--- src/rtl/seg7_count_display_pkg.sv ---
// Shared types and constants for the 4-digit seven-segment count display.
// Pure definitions, no latency.
// No flow control; consumers use these constants combinationally.
package seg7_pkg;

   typedef enum logic [1:0] {
      IDLE,
      SHIFT,
      LATCH
   } state_t;

   localparam int NUM_DIGITS = 4;

   // Segment patterns are {g,f,e,d,c,b,a}, active low
   localparam logic [6:0] SEG_BLANK = 7'h7F;
   localparam logic [6:0] SEG_DASH  = 7'h3F;
   localparam logic [6:0] SEG_0     = 7'h40;
   localparam logic [6:0] SEG_1     = 7'h79;
   localparam logic [6:0] SEG_2     = 7'h24;
   localparam logic [6:0] SEG_3     = 7'h30;
   localparam logic [6:0] SEG_4     = 7'h19;
   localparam logic [6:0] SEG_5     = 7'h12;
   localparam logic [6:0] SEG_6     = 7'h02;
   localparam logic [6:0] SEG_7     = 7'h78;
   localparam logic [6:0] SEG_8     = 7'h00;
   localparam logic [6:0] SEG_9     = 7'h10;

   // Non-decimal nibbles never reach the display in normal use; show a dash if they do
   function automatic logic [6:0] nibble_to_seg(input logic [3:0] nib);
      logic [6:0] pat;
      case (nib)
         4'd0:    pat = SEG_0;
         4'd1:    pat = SEG_1;
         4'd2:    pat = SEG_2;
         4'd3:    pat = SEG_3;
         4'd4:    pat = SEG_4;
         4'd5:    pat = SEG_5;
         4'd6:    pat = SEG_6;
         4'd7:    pat = SEG_7;
         4'd8:    pat = SEG_8;
         4'd9:    pat = SEG_9;
         default: pat = SEG_DASH;
      endcase
      return pat;
   endfunction

endpackage

--- src/rtl/seg7_count_display_if.sv ---
// Bundles the count input and the display-side outputs of the seven-segment block.
// Wires only, no latency.
// No handshake: value is sampled whenever the converter is idle.
interface seg7_count_display_if;
   logic [15:0] value;
   logic [3:0]  an;
   logic [6:0]  seg;
   logic        dp;
   logic        busy;
   logic        ovf;

   modport master (output value, input an, seg, dp, busy, ovf);
   modport slave  (input value, output an, seg, dp, busy, ovf);
endinterface

--- src/rtl/seg7_count_display_bin2bcd_seq.sv ---
// Sequential double-dabble: 16-bit binary to 5 BCD nibbles.
// 1 load + 16 shift + 1 latch cycle; done pulses in the latch cycle.
// start is only honoured while idle (busy low); callers hold it until accepted.
module bin2bcd_seq
   import seg7_pkg::*;
(
   input  logic        clk,
   input  logic        rst,
   input  logic        start,
   input  logic [15:0] value,
   output logic [19:0] bcd,
   output logic        busy,
   output logic        done
);

   state_t      state_q, state_d;
   logic [15:0] bin_q, bin_d;
   logic [19:0] bcd_q, bcd_d;
   logic [19:0] bcd_adj;
   logic [3:0]  iter_q, iter_d;
   logic        busy_q, busy_d;

   // State and datapath registers; reset abandons any conversion in flight
   always_ff @(posedge clk) begin
      if (rst) begin
         state_q <= IDLE;
         bin_q   <= '0;
         bcd_q   <= '0;
         iter_q  <= '0;
         busy_q  <= 1'b0;
      end else begin
         state_q <= state_d;
         bin_q   <= bin_d;
         bcd_q   <= bcd_d;
         iter_q  <= iter_d;
         busy_q  <= busy_d;
      end
   end

   // Next state: add-3 correction on every nibble >= 5, then shift {bcd,bin} left
   always_comb begin
      state_d = state_q;
      bin_d   = bin_q;
      bcd_d   = bcd_q;
      iter_d  = iter_q;
      busy_d  = busy_q;
      bcd_adj = bcd_q;
      for (int i = 0; i < 5; i++) begin
         if (bcd_q[4*i +: 4] >= 4'd5) begin
            bcd_adj[4*i +: 4] = bcd_q[4*i +: 4] + 4'd3;
         end
      end
      case (state_q)
         IDLE: begin
            if (start) begin
               bin_d   = value;
               bcd_d   = '0;
               iter_d  = '0;
               busy_d  = 1'b1;
               state_d = SHIFT;
            end
         end
         SHIFT: begin
            {bcd_d, bin_d} = {bcd_adj, bin_q} << 1;
            iter_d         = iter_q + 4'd1;
            if (iter_q == 4'd15) begin
               state_d = LATCH;
            end
         end
         LATCH: begin
            busy_d  = 1'b0;
            state_d = IDLE;
         end
         default: begin
            busy_d  = 1'b0;
            state_d = IDLE;
         end
      endcase
   end

   assign bcd  = bcd_q;
   assign busy = busy_q;
   assign done = (state_q == LATCH);

endmodule

--- src/rtl/seg7_count_display.sv ---
// Converts a 16-bit count to decimal and scans it onto a 4-digit common-anode display.
// Display regs update 18 clk after a value change; scan output an is registered, seg follows it combinationally.
// Value changes during a conversion are caught by the idle compare afterwards; only superseded values are skipped.
module seg7_count_display
   import seg7_pkg::*;
#(
   parameter int REFRESH_DIV = 100000,
   parameter int BLANK_LZ    = 1
) (
   input logic                clk,
   input logic                rst,
   seg7_count_display_if.slave bus
);

   localparam int CW = (REFRESH_DIV > 1) ? $clog2(REFRESH_DIV) : 1;

   logic [15:0]   last_value;
   logic          pending;
   logic          start;
   logic [19:0]   bcd;
   logic          conv_busy;
   logic          conv_done;
   logic [3:0]    disp [NUM_DIGITS];
   logic          ovf_q;
   logic [CW-1:0] refresh_cnt;
   logic [1:0]    idx;
   logic [3:0]    an_q;
   logic [3:0]    lead_zero;
   logic [6:0]    seg_sel;

   // A new conversion is wanted after reset or whenever the count moved
   assign start = pending || (bus.value != last_value);

   bin2bcd_seq u_conv (
      .clk   (clk),
      .rst   (rst),
      .start (start),
      .value (bus.value),
      .bcd   (bcd),
      .busy  (conv_busy),
      .done  (conv_done)
   );

   // Remember the value handed to the converter so later changes are noticed
   always_ff @(posedge clk) begin
      if (rst) begin
         last_value <= '0;
         pending    <= 1'b1;
      end else if (start && !conv_busy) begin
         last_value <= bus.value;
         pending    <= 1'b0;
      end
   end

   // Display registers change only when a conversion completes
   always_ff @(posedge clk) begin
      if (rst) begin
         ovf_q <= 1'b0;
         for (int k = 0; k < NUM_DIGITS; k++) begin
            disp[k] <= '0;
         end
      end else if (conv_done) begin
         ovf_q <= (bcd[19:16] != 4'd0);
         for (int k = 0; k < NUM_DIGITS; k++) begin
            disp[k] <= bcd[4*k +: 4];
         end
      end
   end

   // Free-running digit scan, advancing one digit each REFRESH_DIV cycles
   always_ff @(posedge clk) begin
      if (rst) begin
         refresh_cnt <= '0;
         idx         <= '0;
         an_q        <= 4'b1111;
      end else if (refresh_cnt == CW'(REFRESH_DIV - 1)) begin
         refresh_cnt <= '0;
         idx         <= idx + 2'd1;
         an_q        <= ~(4'b0001 << (idx + 2'd1));
      end else begin
         refresh_cnt <= refresh_cnt + 1'b1;
         an_q        <= ~(4'b0001 << idx);
      end
   end

   // Pattern for the lit digit: dash on overflow, blank for leading zeros above the units
   always_comb begin
      seg_sel      = SEG_BLANK;
      lead_zero    = 4'b0000;
      lead_zero[3] = (disp[3] == 4'd0);
      lead_zero[2] = lead_zero[3] && (disp[2] == 4'd0);
      lead_zero[1] = lead_zero[2] && (disp[1] == 4'd0);
      if (an_q == 4'b1111) begin
         seg_sel = SEG_BLANK;
      end else if (ovf_q) begin
         seg_sel = SEG_DASH;
      end else if ((BLANK_LZ != 0) && lead_zero[idx]) begin
         seg_sel = SEG_BLANK;
      end else begin
         seg_sel = nibble_to_seg(disp[idx]);
      end
   end

   assign bus.an   = an_q;
   assign bus.seg  = seg_sel;
   assign bus.dp   = 1'b1;
   assign bus.busy = conv_busy;
   assign bus.ovf  = ovf_q;

endmodule

--- src/flat_wrapper.sv ---
// flat-port wrapper written by rule: the top's interface ports become plain ports
module seg7_count_display_flat import seg7_pkg::*;
#(
   parameter int REFRESH_DIV = 100000,
   parameter int BLANK_LZ    = 1
)
  (clk, rst, bus_value, bus_an, bus_seg, bus_dp, bus_busy, bus_ovf);
  seg7_count_display_if bus_i ();
  input logic clk;
  input logic rst;
  input wire logic [$bits(bus_i.value)-1:0] bus_value;
  output wire logic [$bits(bus_i.an)-1:0] bus_an;
  output wire logic [$bits(bus_i.seg)-1:0] bus_seg;
  output wire logic [$bits(bus_i.dp)-1:0] bus_dp;
  output wire logic [$bits(bus_i.busy)-1:0] bus_busy;
  output wire logic [$bits(bus_i.ovf)-1:0] bus_ovf;
  assign bus_i.value = bus_value;
  assign bus_an = bus_i.an;
  assign bus_seg = bus_i.seg;
  assign bus_dp = bus_i.dp;
  assign bus_busy = bus_i.busy;
  assign bus_ovf = bus_i.ovf;
  seg7_count_display #(.REFRESH_DIV(REFRESH_DIV), .BLANK_LZ(BLANK_LZ)) u_core (.clk(clk), .rst(rst), .bus(bus_i));
endmodule
--- config.mk ---
export PLATFORM = sky130hd
export DESIGN_NAME = seg7_count_display_flat
export DESIGN_NICKNAME = d
export VERILOG_FILES = /design/src/rtl/seg7_count_display_pkg.sv /design/src/rtl/seg7_count_display_if.sv /design/src/rtl/seg7_count_display_bin2bcd_seq.sv /design/src/rtl/seg7_count_display.sv /design/src/flat_wrapper.sv
export SDC_FILE = /design/constraint.sdc
export NUM_CORES = 1
export LEC_CHECK = 0
export CAP_MARGIN = 0
export CORE_MARGIN = 2
export CORE_UTILIZATION = 38
export CTS_CLUSTER_SIZE = 16
export DETAILED_ROUTE_END_ITERATION = 10
export PLACE_DENSITY_LB_ADDON = 0.12
export SKIP_LAST_GASP = 1
export SYNTH_ARGS = -nofsm -noshare
export SYNTH_HDL_FRONTEND = slang
export SYNTH_SLANG_ARGS = --single-unit
--- constraint.sdc ---
create_clock -name clk -period 1.95 [get_ports clk]
set_input_delay 0.195 -clock clk [delete_from_list [all_inputs] [get_ports clk]]
set_output_delay 0.195 -clock clk [all_outputs]
set_load 0.02 [all_outputs]
# After elaboration in Yosys (flattened, before gate mapping)

Memory sizes are Yosys's and may differ from the RTL's. A register that Yosys moved wholly into a read port is not among the register bits.
Index checks and enable logic that the tools add are counted.

Register bits after elaboration: 84
RAM bits: 16
Bits in read-only memories: 112
Logic and storage cells: 92
Memories: 2

Memories:

| memory           | words | bits a word | read ports | clocked after memory_dff | wr ports | RTL line                     | source |
|---|---|---|---|---|---|---|---|
| (name not given) | 16    | 7           | 1          | 0                        | 0        | seg7_count_display_pkg.sv:31 | `case (nib)` |
| u_core.disp      | 4     | 4           | 4          | 1                        | 4        | seg7_count_display.sv:23     | `logic [3:0] disp [NUM_DIGITS];` |

$add $sub $neg: 8
$lt $le $gt $ge: 6
Eq/ne operators: 8
Shift operators: 2
Multiplexer cells: 33
Bitwise gates (word level): 7
Reductions and logical operators: 15

Operators by type and width:

| operator              | number |
|---|---|
| $mux 4                | 10 |
| $pmux 20 s2           | 1 |
| $pmux 16 s2           | 1 |
| $mux 7                | 3 |
| $ge 4x3->1 const B    | 5 |
| $mux 20               | 1 |
| $add 17x1->17 const B | 1 |
| $eq 17x17->1 const B  | 1 |
| $add 4x2->4 const B   | 4 |
| $mux 16               | 1 |
| $ne 16x16->1          | 1 |
| $logic_not 4->1       | 3 |
| $eq 4x4->1 const B    | 2 |
| $mux 2                | 4 |
| $not 4->4             | 2 |
| $pmux 4 s2            | 1 |
| $shl 1x2->4 const A   | 2 |
| $mux 1                | 7 |
| $reduce_and 2->1      | 3 |
| $add 4x1->4 const B   | 1 |
| $or 1x1->1            | 4 |
| $pmux 2 s2            | 1 |
| $reduce_bool 4->1     | 1 |
| $add 3x2->3 const B   | 1 |
| other kinds (16)      | 18 |

# Longest topological paths before layout

Gate-level depths: netlist of run 1.
An unclocked memory read counts as a cell.

Word-level depth: 9
Gate-level depth with buffers: 7

# Modules after synthesis

From an unflattened synthesis of run 1, not the netlist that was laid out.

Cell total of the unflattened synthesis: 584
Area total of the unflattened synthesis: 5,355.1 µm²

Modules (own cells, without submodules):

| module             | instances | cells each | area each (µm²) | sequential area each (µm²) |
|---|---|---|---|---|
| seg7_count_display | 1         | 333        | 3,233.1         | 1,341.3 |
| bin2bcd_seq        | 1         | 251        | 2,122.0         | 860.8 |

# Least setup slack after synthesis of run 1

OpenSTA, ideal clock, no wires.

Path type: register to output
Start: reg (tool-made name)
End: out bus_seg[0]
Arrival: 2.016 ns
Setup slack: -0.261 ns
Stages on the path, launching flop included: 6
Path buffers: 1
Cell sequence: dfxtp_1 mux4_2 buf_2 or2_1 a2111oi_4 o21ai_1

RTL lines:

| element   | RTL line           | source |
|---|---|---|
| to (decl) | flat_wrapper.sv:13 | `output wire logic [$bits(bus_i.seg)-1:0] bus_seg;` |

==> metrics.txt, run 1 <==
TritonCTS clock tree yes; max-cap violation count 0; combined area of all synthesized cells 5270 um^2; Slowest cell on crit path sky130_fd_sc_hd__mux4_2; count of vias placed by the detailed router 4023; overall routed net length 11.3 mm; number of global-route vias before repair 4070; kind of capture point of the worst setup path output port; synthesized netlist cell count 544; maximum fanout along the worst path 5; area of all placed cells without fillers 6650 um^2; wire length per cell after detailed routing 14.1 um; first drt pass iteration count 4; most area-hungry cell type in the Yosys netlist sky130_fd_sc_hd__dfxtp_1; DR iter-0 viols 123; critical path class reg -> out; count of standard-cell rows 43; fraction of synthesized cell area taken by the top area cell type 0.327; fraction of layout cells with a size suffix above 1 0.228; clock transition time at the flip-flop clock pins of the worst setup and hold paths 60 ps; Root Buffer Master sky130_fd_sc_hd__clkbuf_16; global-route wire length before repair 19.1 mm; total global-route track usage 0.162; hold buffer count at CTS 0; setup slack of the critical path after layout -441 ps; post-layout instance count excluding filler cells 804; number of distinct library cells after synthesis 56; main combinational cell family by area after synthesis simple AND/OR/NAND/NOR gates; crit-path cells mux4_2 -> or2_4 -> a2111oi_4 -> buf_4 -> o21ai_2 -> buf_6; routability cong. 0.799; number of antenna violations at the first check in global routing 0; RSZ-0062 raised after global routing true; library cell with the highest instance count after synthesis sky130_fd_sc_hd__nand2_1; Routed Antenna Nets 0; fill cell total of the finished layout 1323; net count after synthesis 585; peak supply drop 0.399 mV; async set-or-reset flop fraction in the synthesized netlist 0; dpl cell area 6140 um^2; Final Max Slew Viols 0; count of final hold-check violations 0; minimum period implied by the final worst setup slack 2390 ps; mux share of post-synthesis cell area 0.118; basic-gate share of the synthesized area counting and, or, nand and nor cells 0.176; via-per-instance ratio 5.00; worst-skew pair later-pin latency 350 ps; # IOs 32; most common flop cell mapped by yosys sky130_fd_sc_hd__dfxtp_1; number of instances in the placed design 783; Avg Cell Area, Syn 9.69 um^2; Yosys reg bits 102; Synth Area in Compound Gates 0.128; total power density per cell area 700 nW/um^2; Crit path largest cell delay 490 ps; Antenna Diode Count 0; Die Y 122 um; arithmetic-cell share of the synthesized area counting full adders, half adders and majority gates 0.0546; number of setup violations in the final report 18; nets@finish 661; share of the synthesized netlist area taken by xor and xnor gates 0.0565; result of the run finished with violations; DP HPWL 8.13 mm; Port Buffer Count 30; cts bufs inserted 9; most common library cells after synthesis sky130_fd_sc_hd__nand2_1, sky130_fd_sc_hd__dfxtp_1, sky130_fd_sc_hd__mux2i_1, sky130_fd_sc_hd__nor2_1, sky130_fd_sc_hd__inv_1; buffers from clock root to sink, at most 2; number of enable flip-flop cells after synthesis 16; leakage dissipation 0.00255 uW; Core Area 13700 um^2; DRC 0; most area-consuming cells after synthesis sky130_fd_sc_hd__dfxtp_1, sky130_fd_sc_hd__edfxtp_1, sky130_fd_sc_hd__mux2i_1; Max H-tree Level 3; violated checks negative setup slack; kind of launch point of the worst setup path register; Min-Delay Path Class in -> reg; maximum number of pins on one net before global-route repair 40; aggregate global routing overflow 0; die outline area 14800 um^2; clk_skew 8.77 ps; share of the clock period used by the worst path 1.23; synthesis-to-finish area growth 26.2%; register area share after synthesis 0.418; Chip Width 122 um; data arrival at the endpoint of the critical path 2200 ps; peak clock frequency supported by timing 418 MHz; Initial Util 0.384; required time of the worst setup path 1750 ps; worst setup slack after placement -496 ps; Sink Count 102; Synth Warn # 0
==> stage by stage <==
stage / util / setup TNS, ps / total power [uW] / hold WS [ps]
final: 0.485 / -2990 / 4650 / 169
after global routing: 0.485 / -6400 / 4830 / 177
after CTS: 0.472 / -3100 / 4680 / 167
after detailed placement: 0.447 / -24820 / 2770 / 443
after global placement: 0.447 / -23190 / 2760 / 443
after floorplan: - / -687 / 2560 / 337
==> layer usage <==
metal  vias to the layer above  global-route usage  part of all wire
met2                        52               0.285              0.49
met5                         -                   0                 0
met1                      1913               0.195              0.46
li1                       2048                   -                 -
met4                         0              0.0424             0.011
met3                        10              0.0417             0.032
==> cells in the final DEF (no fill, tap or decap), types with 5 or more instances in the layout <==
| master | Yosys | final |
|---|---|---|
| sky130_fd_sc_hd__xor2_1 | 14 | 14 |
| sky130_fd_sc_hd__a21oi_1 | 17 | 17 |
| sky130_fd_sc_hd__o21ai_0 | 8 | 8 |
| sky130_fd_sc_hd__mux2_2 | 11 | 11 |
| sky130_fd_sc_hd__a31oi_1 | 6 | 6 |
| sky130_fd_sc_hd__nor2_1 | 34 | 34 |
| sky130_fd_sc_hd__o32ai_2 | 13 | 13 |
| sky130_fd_sc_hd__xnor2_1 | 20 | 19 |
| sky130_fd_sc_hd__dfxtp_1 | 86 | 83 |
| sky130_fd_sc_hd__nand3_1 | 7 | 7 |
| sky130_fd_sc_hd__nand4_1 | 5 | 5 |
| sky130_fd_sc_hd__clkdlybuf4s50_1 | 0 | 20 |
| sky130_fd_sc_hd__buf_4 | 3 | 52 |
| sky130_fd_sc_hd__buf_6 | 2 | 11 |
| sky130_fd_sc_hd__edfxtp_1 | 16 | 16 |
| sky130_fd_sc_hd__clkbuf_16 | 0 | 12 |
| sky130_fd_sc_hd__nor3_1 | 18 | 18 |
| sky130_fd_sc_hd__nand2_1 | 87 | 86 |
| sky130_fd_sc_hd__inv_1 | 30 | 29 |
| sky130_fd_sc_hd__nand2b_1 | 7 | 7 |
| sky130_fd_sc_hd__mux2i_1 | 35 | 35 |
| sky130_fd_sc_hd__nor2b_1 | 9 | 6 |
| sky130_fd_sc_hd__ha_1 | 23 | 23 |
==> report_power, final <==
part / total [uW] / switching (uW) / internal [uW]
clock network: 1910 / 756 / 1150
registers: 2250 / 46.8 / 2200
logic: 500 / 251 / 248
total: 4650 / 1050 / 3600
==> worst max-delay path, delay by kind of cell, from the launching register on <==
kind / cells / cell delay, ps
muxes: 1 / 490
DFF: 1 / 390
AOI/OAI and AO/OA: 2 / 350
buffers and inverters: 2 / 340
and+or+nand+nor: 1 / 280
==> layout make-up <==
cell class / count / area, um^2 / area share
clock buffer: 13 / 285 / 0.0429
clock inverter: 2 / 37.5 / 0.00564
inverter: 31 / 116 / 0.0175
multi-input combinational: 383 / 2910 / 0.438
sequential: 102 / 2210 / 0.332
tap: 180 / 225 / 0.0339
timing repair buffer: 93 / 866 / 0.130
==> final timing paths <==
| path | from | endpoint | slack (ps) | cells after the start |
|---|---|---|---|---|
| worst max-delay path | u_core.disp[3][2] | bus_seg[5] | -440 | 6 |
| worst min-delay path | rst | u_core.last_value[13] | 170 | 2 |
| worst max register to register | u_core.last_value[2] | u_core.u_conv.bin_q[15] | -90 | 7 |
| worst min register to register | u_core.pending | u_core.pending | 450 | 2 |
==> repair_timing <==
item                                    in CTS  in global routing
pin swaps                                    5                  8
resized for setup                           41                 24
setup buffers                                1                  3
gates cloned                                 0                  2
endpoints found under the setup margin      41                 54
==> registers in the layout, indices dropped and copies added, names as in the netlist, named ones only <==
signal,flops
u_core.disp,16
u_core.last_value,16
u_core.u_conv.busy,1
u_core.u_conv.bin_q,16
u_core.u_conv.bcd,20
u_core.u_conv.iter_q,4
u_core.bus.ovf,1
u_core.idx,2
u_core.pending,1
u_core.refresh_cnt,17
u_core.bus.an,4
u_core.u_conv.state_q,2
==> logic make-up (layout without fill, tap and decap cells) <==
| family | after synthesis | after routing |
|---|---|---|
| AOI/OAI and AO/OA | 76 | 76 |
| xor gates and xnor gates | 34 | 34 |
| adders and majority gates | 23 | 23 |
| buffers and inverters | 59 | 139 |
| DFF | 102 | 102 |
| muxes | 55 | 55 |
| other | 1 | 1 |
| and+or+nand+nor | 194 | 194 |
Note: power is estimated with default switching activity, not from simulation.
==> run 2, diff against run 1 <==
--- a/config.mk
+++ b/config.mk
@@ -5,9 +5,10 @@
 export SDC_FILE = /design/constraint.sdc
 export NUM_CORES = 1
 export LEC_CHECK = 0
+export ABC_AREA = 1
 export CAP_MARGIN = 0
 export CORE_MARGIN = 2
-export CORE_UTILIZATION = 38
+export CORE_UTILIZATION = 54
 export CTS_CLUSTER_SIZE = 16
 export DETAILED_ROUTE_END_ITERATION = 10
 export PLACE_DENSITY_LB_ADDON = 0.12
==> run 2 against run 1 <==
Net effect:
- the run still ends with negative setup slack left
- register-to-register slack better by 420 ps
- power down 13%
- clock power down 31%
- flip-flop and latch count did not move
- first-iteration DRC count up 98%
- worst hold slack improved by 280 ps
- combinational power down 6.2%
- final cell count rose by 14%
- critical path depth increased by 4
- synthesized cell count rose by 35%
- area after synthesis up 3.3%
==> metrics.txt, run 2 <==
share of power burned in the clock network 0.328; violated checks negative setup slack; count of standard-cell rows 36; # IOs 32; synthesis-to-finish area growth 16.5%; global-route wire length before repair 19.6 mm; Sink Count 102; Port Buffer Count 30; Slowest cell on crit path sky130_fd_sc_hd__dfxtp_4; Crit path largest cell delay 370 ps; leading cell type in the layout, fill and taps excluded sky130_fd_sc_hd__nand2_1; leakage dissipation 0.00250 uW; async set-or-reset flop fraction in the synthesized netlist 0; number of distinct library cells after synthesis 42; setup slack of the critical path after layout -166 ps; FF/Latch Area 2210 um^2; dominant delay contributor by cell family on the critical path buffers and inverters; Initial Util 0.557; critical path class reg -> out; data arrival at the endpoint of the critical path 1920 ps; count of vias placed by the detailed router 4671; met3 WL 255 um; fraction of synthesized cell area taken by the top area cell type 0.316; most area-consuming cells after synthesis sky130_fd_sc_hd__dfxtp_1, sky130_fd_sc_hd__nand2_1, sky130_fd_sc_hd__edfxtp_1; RSZ-0062 raised after global routing true; share of the clock period used by the worst path 1.09; Core Area 9770 um^2; Antenna Diode Count 0; maximum fanout along the worst path 4; Yosys reg bits 102; register area share after synthesis 0.404; fill cell total of the finished layout 849; most common library cells after synthesis sky130_fd_sc_hd__nand2_1, sky130_fd_sc_hd__nor2_1, sky130_fd_sc_hd__inv_1, sky130_fd_sc_hd__dfxtp_1, sky130_fd_sc_hd__o21ai_0; area of the multi-input gates 2810 um^2; combined area of all synthesized cells 5450 um^2; total length of routed met2 wires 5.57 mm; buffers from clock root to sink, at most 2; worst-skew pair later-pin latency 370 ps; kind of launch point of the worst setup path register; Synth Warn # 0; die outline area 10900 um^2; Routed Antenna Nets 0; Die Y 104 um; minimum period implied by the final worst setup slack 2120 ps; required time of the worst setup path 1750 ps; sequential share of power 0.556; first drt pass iteration count 4; wire length on met1 5.29 mm; number of antenna violations at the first check in global routing 0; Final Max Slew Viols 0; library cell with the highest instance count after synthesis sky130_fd_sc_hd__nand2_1; via-per-instance ratio 5.09; top layer reached by signal wires met4; CP dominant cell by count sky130_fd_sc_hd__buf_6; total global-route track usage 0.216; dpl cell area 5950 um^2; most common flop cell mapped by yosys sky130_fd_sc_hd__dfxtp_1; Chip Width 104 um; Max H-tree Level 3; Root Buffer Master sky130_fd_sc_hd__clkbuf_8; Min-Delay Path Class reg -> reg; most area-hungry cell type in the Yosys netlist sky130_fd_sc_hd__dfxtp_1; Sw Share 0.259; overall routed net length 11.3 mm; aggregate global routing overflow 0; kind of capture point of the worst setup path output port; number of setup violations in the final report 7; max FFs per register 20; area of all placed cells without fillers 6350 um^2; DP HPWL 7.93 mm; wire length per cell after detailed routing 12.3 um; sw power 1040 uW; Pint 2990 uW; maximum number of pins on one net before global-route repair 49; fraction of layout cells with a size suffix above 1 0.145; peak supply drop 0.372 mV; routability cong. 0.816; total power density per cell area 635 nW/um^2; result of the run finished with violations; synthesized netlist cell count 736; crit-path cells buf_6 -> o21ai_2 -> nand2_4 -> buf_6 -> ha_2 -> nor2_1 -> nor2_1 -> o21ai_1 -> nand3_1 -> buf_6; net count after synthesis 777; commonest non-fill, non-tap cells in the layout sky130_fd_sc_hd__nand2_1, sky130_fd_sc_hd__nor2_1, sky130_fd_sc_hd__inv_1, sky130_fd_sc_hd__dfxtp_1, sky130_fd_sc_hd__o21ai_0; number of global-route vias before repair 4418; max-cap violation count 0; cts bufs inserted 9; number of enable flip-flop cells after synthesis 16; clock transition time at the flip-flop clock pins of the worst setup and hold paths 100 ps; Buffers & Inverters on Critical Path 3; nets@finish 820; TritonCTS clock tree yes; peak clock frequency supported by timing 473 MHz; count of final hold-check violations 0; DRC 0; clk_skew 19.3 ps; DR iter-0 viols 244; Combinational Power Share 0.116; Avg Cell Area, Syn 7.40 um^2; Overall Power 4030 uW
[run 2: changes by cell type in the layout (fill, tap and decap cells not counted), sizes merged, moves of 12 or more]
| cell | delta |
|---|---|
| mux2i | -35 |
| nor2 | +93 |
| nand2 | +50 |
| o32ai | -13 |
| mux2 | -16 |
| a21oi | +19 |
| inv | +75 |
| xnor2 | -15 |
| buf | -37 |
| nand3 | +51 |
| nor3 | -12 |
| o21ai | +55 |
[run 2: kinds of logic (layout without fill, tap and decap cells)]
logic type	count (synthesis)	after routing	synth area share
AO/OA/AOI/OAI	122	122	0.125
adder cells (fa/ha/maj)	23	23	0.0528
other	1	1	0.000688
XOR/XNOR	15	15	0.0241
buffers and inverters	128	176	0.101
AND/OR/NAND/NOR	345	345	0.292
flip-flops	102	102	0.404
[run 2: metrics by stage]
stage	setup TNS, ps	hold slack [ps]	utilization	worst slack [ps]	cells
after floorplan	0	333	-	306	736
after global placement	-1090	426	0.609	-205	895
after detailed placement	-1800	437	0.609	-301	895
after CTS	-671	451	0.648	-117	917
after global routing	-1630	463	0.649	-283	917
final	-875	446	0.649	-166	917
[run 2: final timing paths]
path	start	cells past startpoint	end	slack, ps
max	register	10	bus_seg[0]	-170
min	u_core.pending	2	u_core.pending	450
max reg2reg	u_core.u_conv.state_q[0]	6	u_core.u_conv.bcd[8]	330
min reg2reg	u_core.pending	2	u_core.pending	450
[run 2: area by class of cell]
class	count	area share
Clock buffer	10	0.0201
Clock inverter	6	0.00966
Inverter	105	0.0645
Multi-Input combinational cell	506	0.443
Sequential cell	102	0.348
Tap cell	133	0.0262
Timing Repair Buffer	55	0.0887
[run 2: what timing repair did]
action | in CTS | in global routing
pin swaps | 10 | 1
buffers inserted | 6 | 0
hold buffers | 0 | 0
setup endpoints to repair | 7 | 12
resized for setup | 85 | 3
[run 2: power groups by stage]
stage / sequential (uW) / combinational, uW / clock (uW)
2_1_floorplan: 2280 / 301 / 0
3_3_place_gp: 2290 / 438 / 0
3_5_place_dp: 2290 / 447 / 0
4_1_cts: 2240 / 467 / 1360
5_1_grt: 2250 / 527 / 1430
6_report: 2240 / 469 / 1320
[run 2: worst reg2reg max path, cell delays in order (launching register included)]
cell and delay [ps]:
sky130_fd_sc_hd__dfxtp_1 390, sky130_fd_sc_hd__inv_1 110, sky130_fd_sc_hd__nor2_1 150, sky130_fd_sc_hd__inv_1 110
sky130_fd_sc_hd__nor2_2 390, sky130_fd_sc_hd__inv_1 190, sky130_fd_sc_hd__o22ai_1 200
[run 2: per-layer routing]
layer,track usage,up-vias
met1,0.272,2160
met2,0.376,54
li1,-,2442
met4,0.0782,0
met3,0.0313,15
met5,0,-
==> run 3, diff against run 2 <==
==> constraint.sdc (replaced) <==
create_clock -name clk -period 1.95 [get_ports clk]
set_input_delay 0.195 -clock clk [delete_from_list [all_inputs] [get_ports clk]]
set_output_delay 0.195 -clock clk [all_outputs]
set_load 0.1 [all_outputs]
==> run 3 against run 2 <==
Net effect:
- the flow still finishes with violations (negative setup slack)
- count of clock-buffer cells in the layout increased by 2
- flip-flop and latch count unchanged
- non-clock buffer count decreased by 3
- via count increased by 0.98%
- critical path type unchanged
- highest routed layer unchanged
==> metrics.txt, run 3 (synthesis gave the netlist of run 2 again) <==
TritonCTS clock tree yes; peak clock frequency supported by timing 457 MHz; Die Y 104 um; fraction of layout cells with a size suffix above 1 0.164; die outline area 10900 um^2; maximum number of pins on one net before global-route repair 49; result of the run finished with violations; cell count along the critical path 8; via-per-instance ratio 5.16; global-route wire length before repair 19.8 mm; Sink Count 102; maximum fanout along the worst path 5; wire length per cell after detailed routing 12.8 um; crit path capture bus_seg[5]; end of the worst register-to-register path u_core.u_conv.bcd[18]; Max H-tree Level 3; leading cell type in the layout, fill and taps excluded sky130_fd_sc_hd__nand2_1; required time of the worst setup path 1750 ps; clk_skew 13.1 ps; setup slack of the critical path after layout -236 ps; leakage dissipation 0.00258 uW; nets@finish 817; Crit path largest cell delay 420 ps; Antenna Diode Count 0; max FFs per register 20; number of global-route vias before repair 4501; number of cells on the worst reg-to-reg path 10; RR Startpoint u_core.last_value[3]; Port Buffer Count 30; Final Max Slew Viols 0; max-cap violation count 0; count of final hold-check violations 0; FF/Latch Area 2210 um^2; Layout Utilization 0.667; overall routed net length 11.7 mm; kind of launch point of the worst setup path register; count of standard-cell rows 36; cts bufs inserted 9; clock transition time at the flip-flop clock pins of the worst setup and hold paths 90 ps; Routed Antenna Nets 0; crit-path cells a21oi_2 -> o21ai_2 -> nand2_2 -> inv_2 -> ha_2 -> o211ai_1 -> nand3_4 -> buf_12; Min-Delay Path Class reg -> reg; commonest non-fill, non-tap cells in the layout sky130_fd_sc_hd__nand2_1, sky130_fd_sc_hd__nor2_1, sky130_fd_sc_hd__inv_1, sky130_fd_sc_hd__dfxtp_1, sky130_fd_sc_hd__o21ai_0; critical path class reg -> out; data arrival at the endpoint of the critical path 1990 ps; minimum period implied by the final worst setup slack 2190 ps; DP HPWL 8.32 mm; Core Area 9770 um^2; violated checks negative setup slack; Chip Width 104 um; peak supply drop 0.567 mV; # IOs 32; buffers from clock root to sink, at most 2; DR iter-0 viols 320; RSZ-0062 raised after global routing true; number of setup violations in the final report 7; kind of capture point of the worst setup path output port; total global-route track usage 0.220; routability cong. 0.830; DRC 0; synthesis-to-finish area growth 19.6%; worst-skew pair later-pin latency 380 ps; count of vias placed by the detailed router 4717; share of the clock period used by the worst path 1.12; worst setup slack after placement -0.000999 ps; area of the multi-input gates 2880 um^2; first drt pass iteration count 5; dominant delay contributor by cell family on the critical path compound AO/OA/AOI/OAI gates; aggregate global routing overflow 0; register-to-register setup slack 260 ps; Root Buffer Master sky130_fd_sc_hd__clkbuf_8; Slowest cell on crit path sky130_fd_sc_hd__edfxtp_1; Initial Util 0.557; Buffers & Inverters on Critical Path 2; fill cell total of the finished layout 834; total power density per cell area 700 nW/um^2; launching instance or port of the critical path u_core.disp[1][1]; number of antenna violations at the first check in global routing 0
==> run 3: cell types whose count changed in the layout (fill, tap and decap cells not counted), sizes merged <==
cell	change
clkinv	-2
bufinv	+2
clkbuf	+2
clkdlybuf4s50	-6
buf	+3
inv	-1
clkinvlp	-1
==> run 3: power by group <==
group / internal [uW] / switching [uW] / total [uW] / leakage (uW)
registers: 2200 / 41.4 / 2240 / 0.000869
clock network: 1000 / 728 / 1730 / 0.000138
logic: 223 / 371 / 594 / 0.00158
==> run 3: worst min path at each step <==
stage	slack (ps)	cells after the start	end	from
after floorplan	330	2	u_core.u_conv.bin_q[0]	bus_value[0]
after detailed placement	430	2	u_core.pending	u_core.pending
after CTS	450	2	u_core.pending	u_core.pending
after global placement	430	1	u_core.refresh_cnt[0]	u_core.refresh_cnt[0]
after global routing	460	2	u_core.pending	u_core.pending
final	450	2	u_core.pending	u_core.pending
==> run 3: layout make-up <==
| cell class | instances | share of cell area |
|---|---|---|
| Clock buffer | 12 | 0.0271 |
| Clock inverter | 4 | 0.0152 |
| Timing Repair Buffer | 52 | 0.0912 |
| Sequential cell | 102 | 0.339 |
| Multi-Input combinational cell | 506 | 0.441 |
| Tap cell | 133 | 0.0255 |
| Inverter | 105 | 0.0612 |
==> run 3: timing repair <==
action,CTS,global route
setup endpoints to repair,7,13
pin swaps,8,8
buffers inserted,3,6
cloned,0,0
hold buffers,0,0
resized for setup,18,19
==> run 3: per-layer routing <==
metal / track usage / vias to the layer above / routed length (um)
met5: 0 / - / 0
met4: 0.0627 / 0 / 187
met3: 0.0564 / 18 / 453
met2: 0.387 / 77 / 5800
met1: 0.264 / 2188 / 5250
li1: - / 2434 / -
==> run 3: through the flow <==
stage	hold slack, ps	area (um^2)	total power, uW	instances	setup TNS, ps
after global placement	429	6070	2850	891	0
after floorplan	333	5540	2680	736	0
after global routing	465	6520	4760	914	-1790
after detailed placement	432	6070	2860	891	0
final	446	6520	4560	914	-1170
after CTS	446	6430	4590	910	-1170
==> run 3: tightest hold or removal path: cells and delay by family, from the launching register on <==
family / cells / cell delay (ps)
and+or+nand+nor: 2 / 90
DFF: 1 / 320
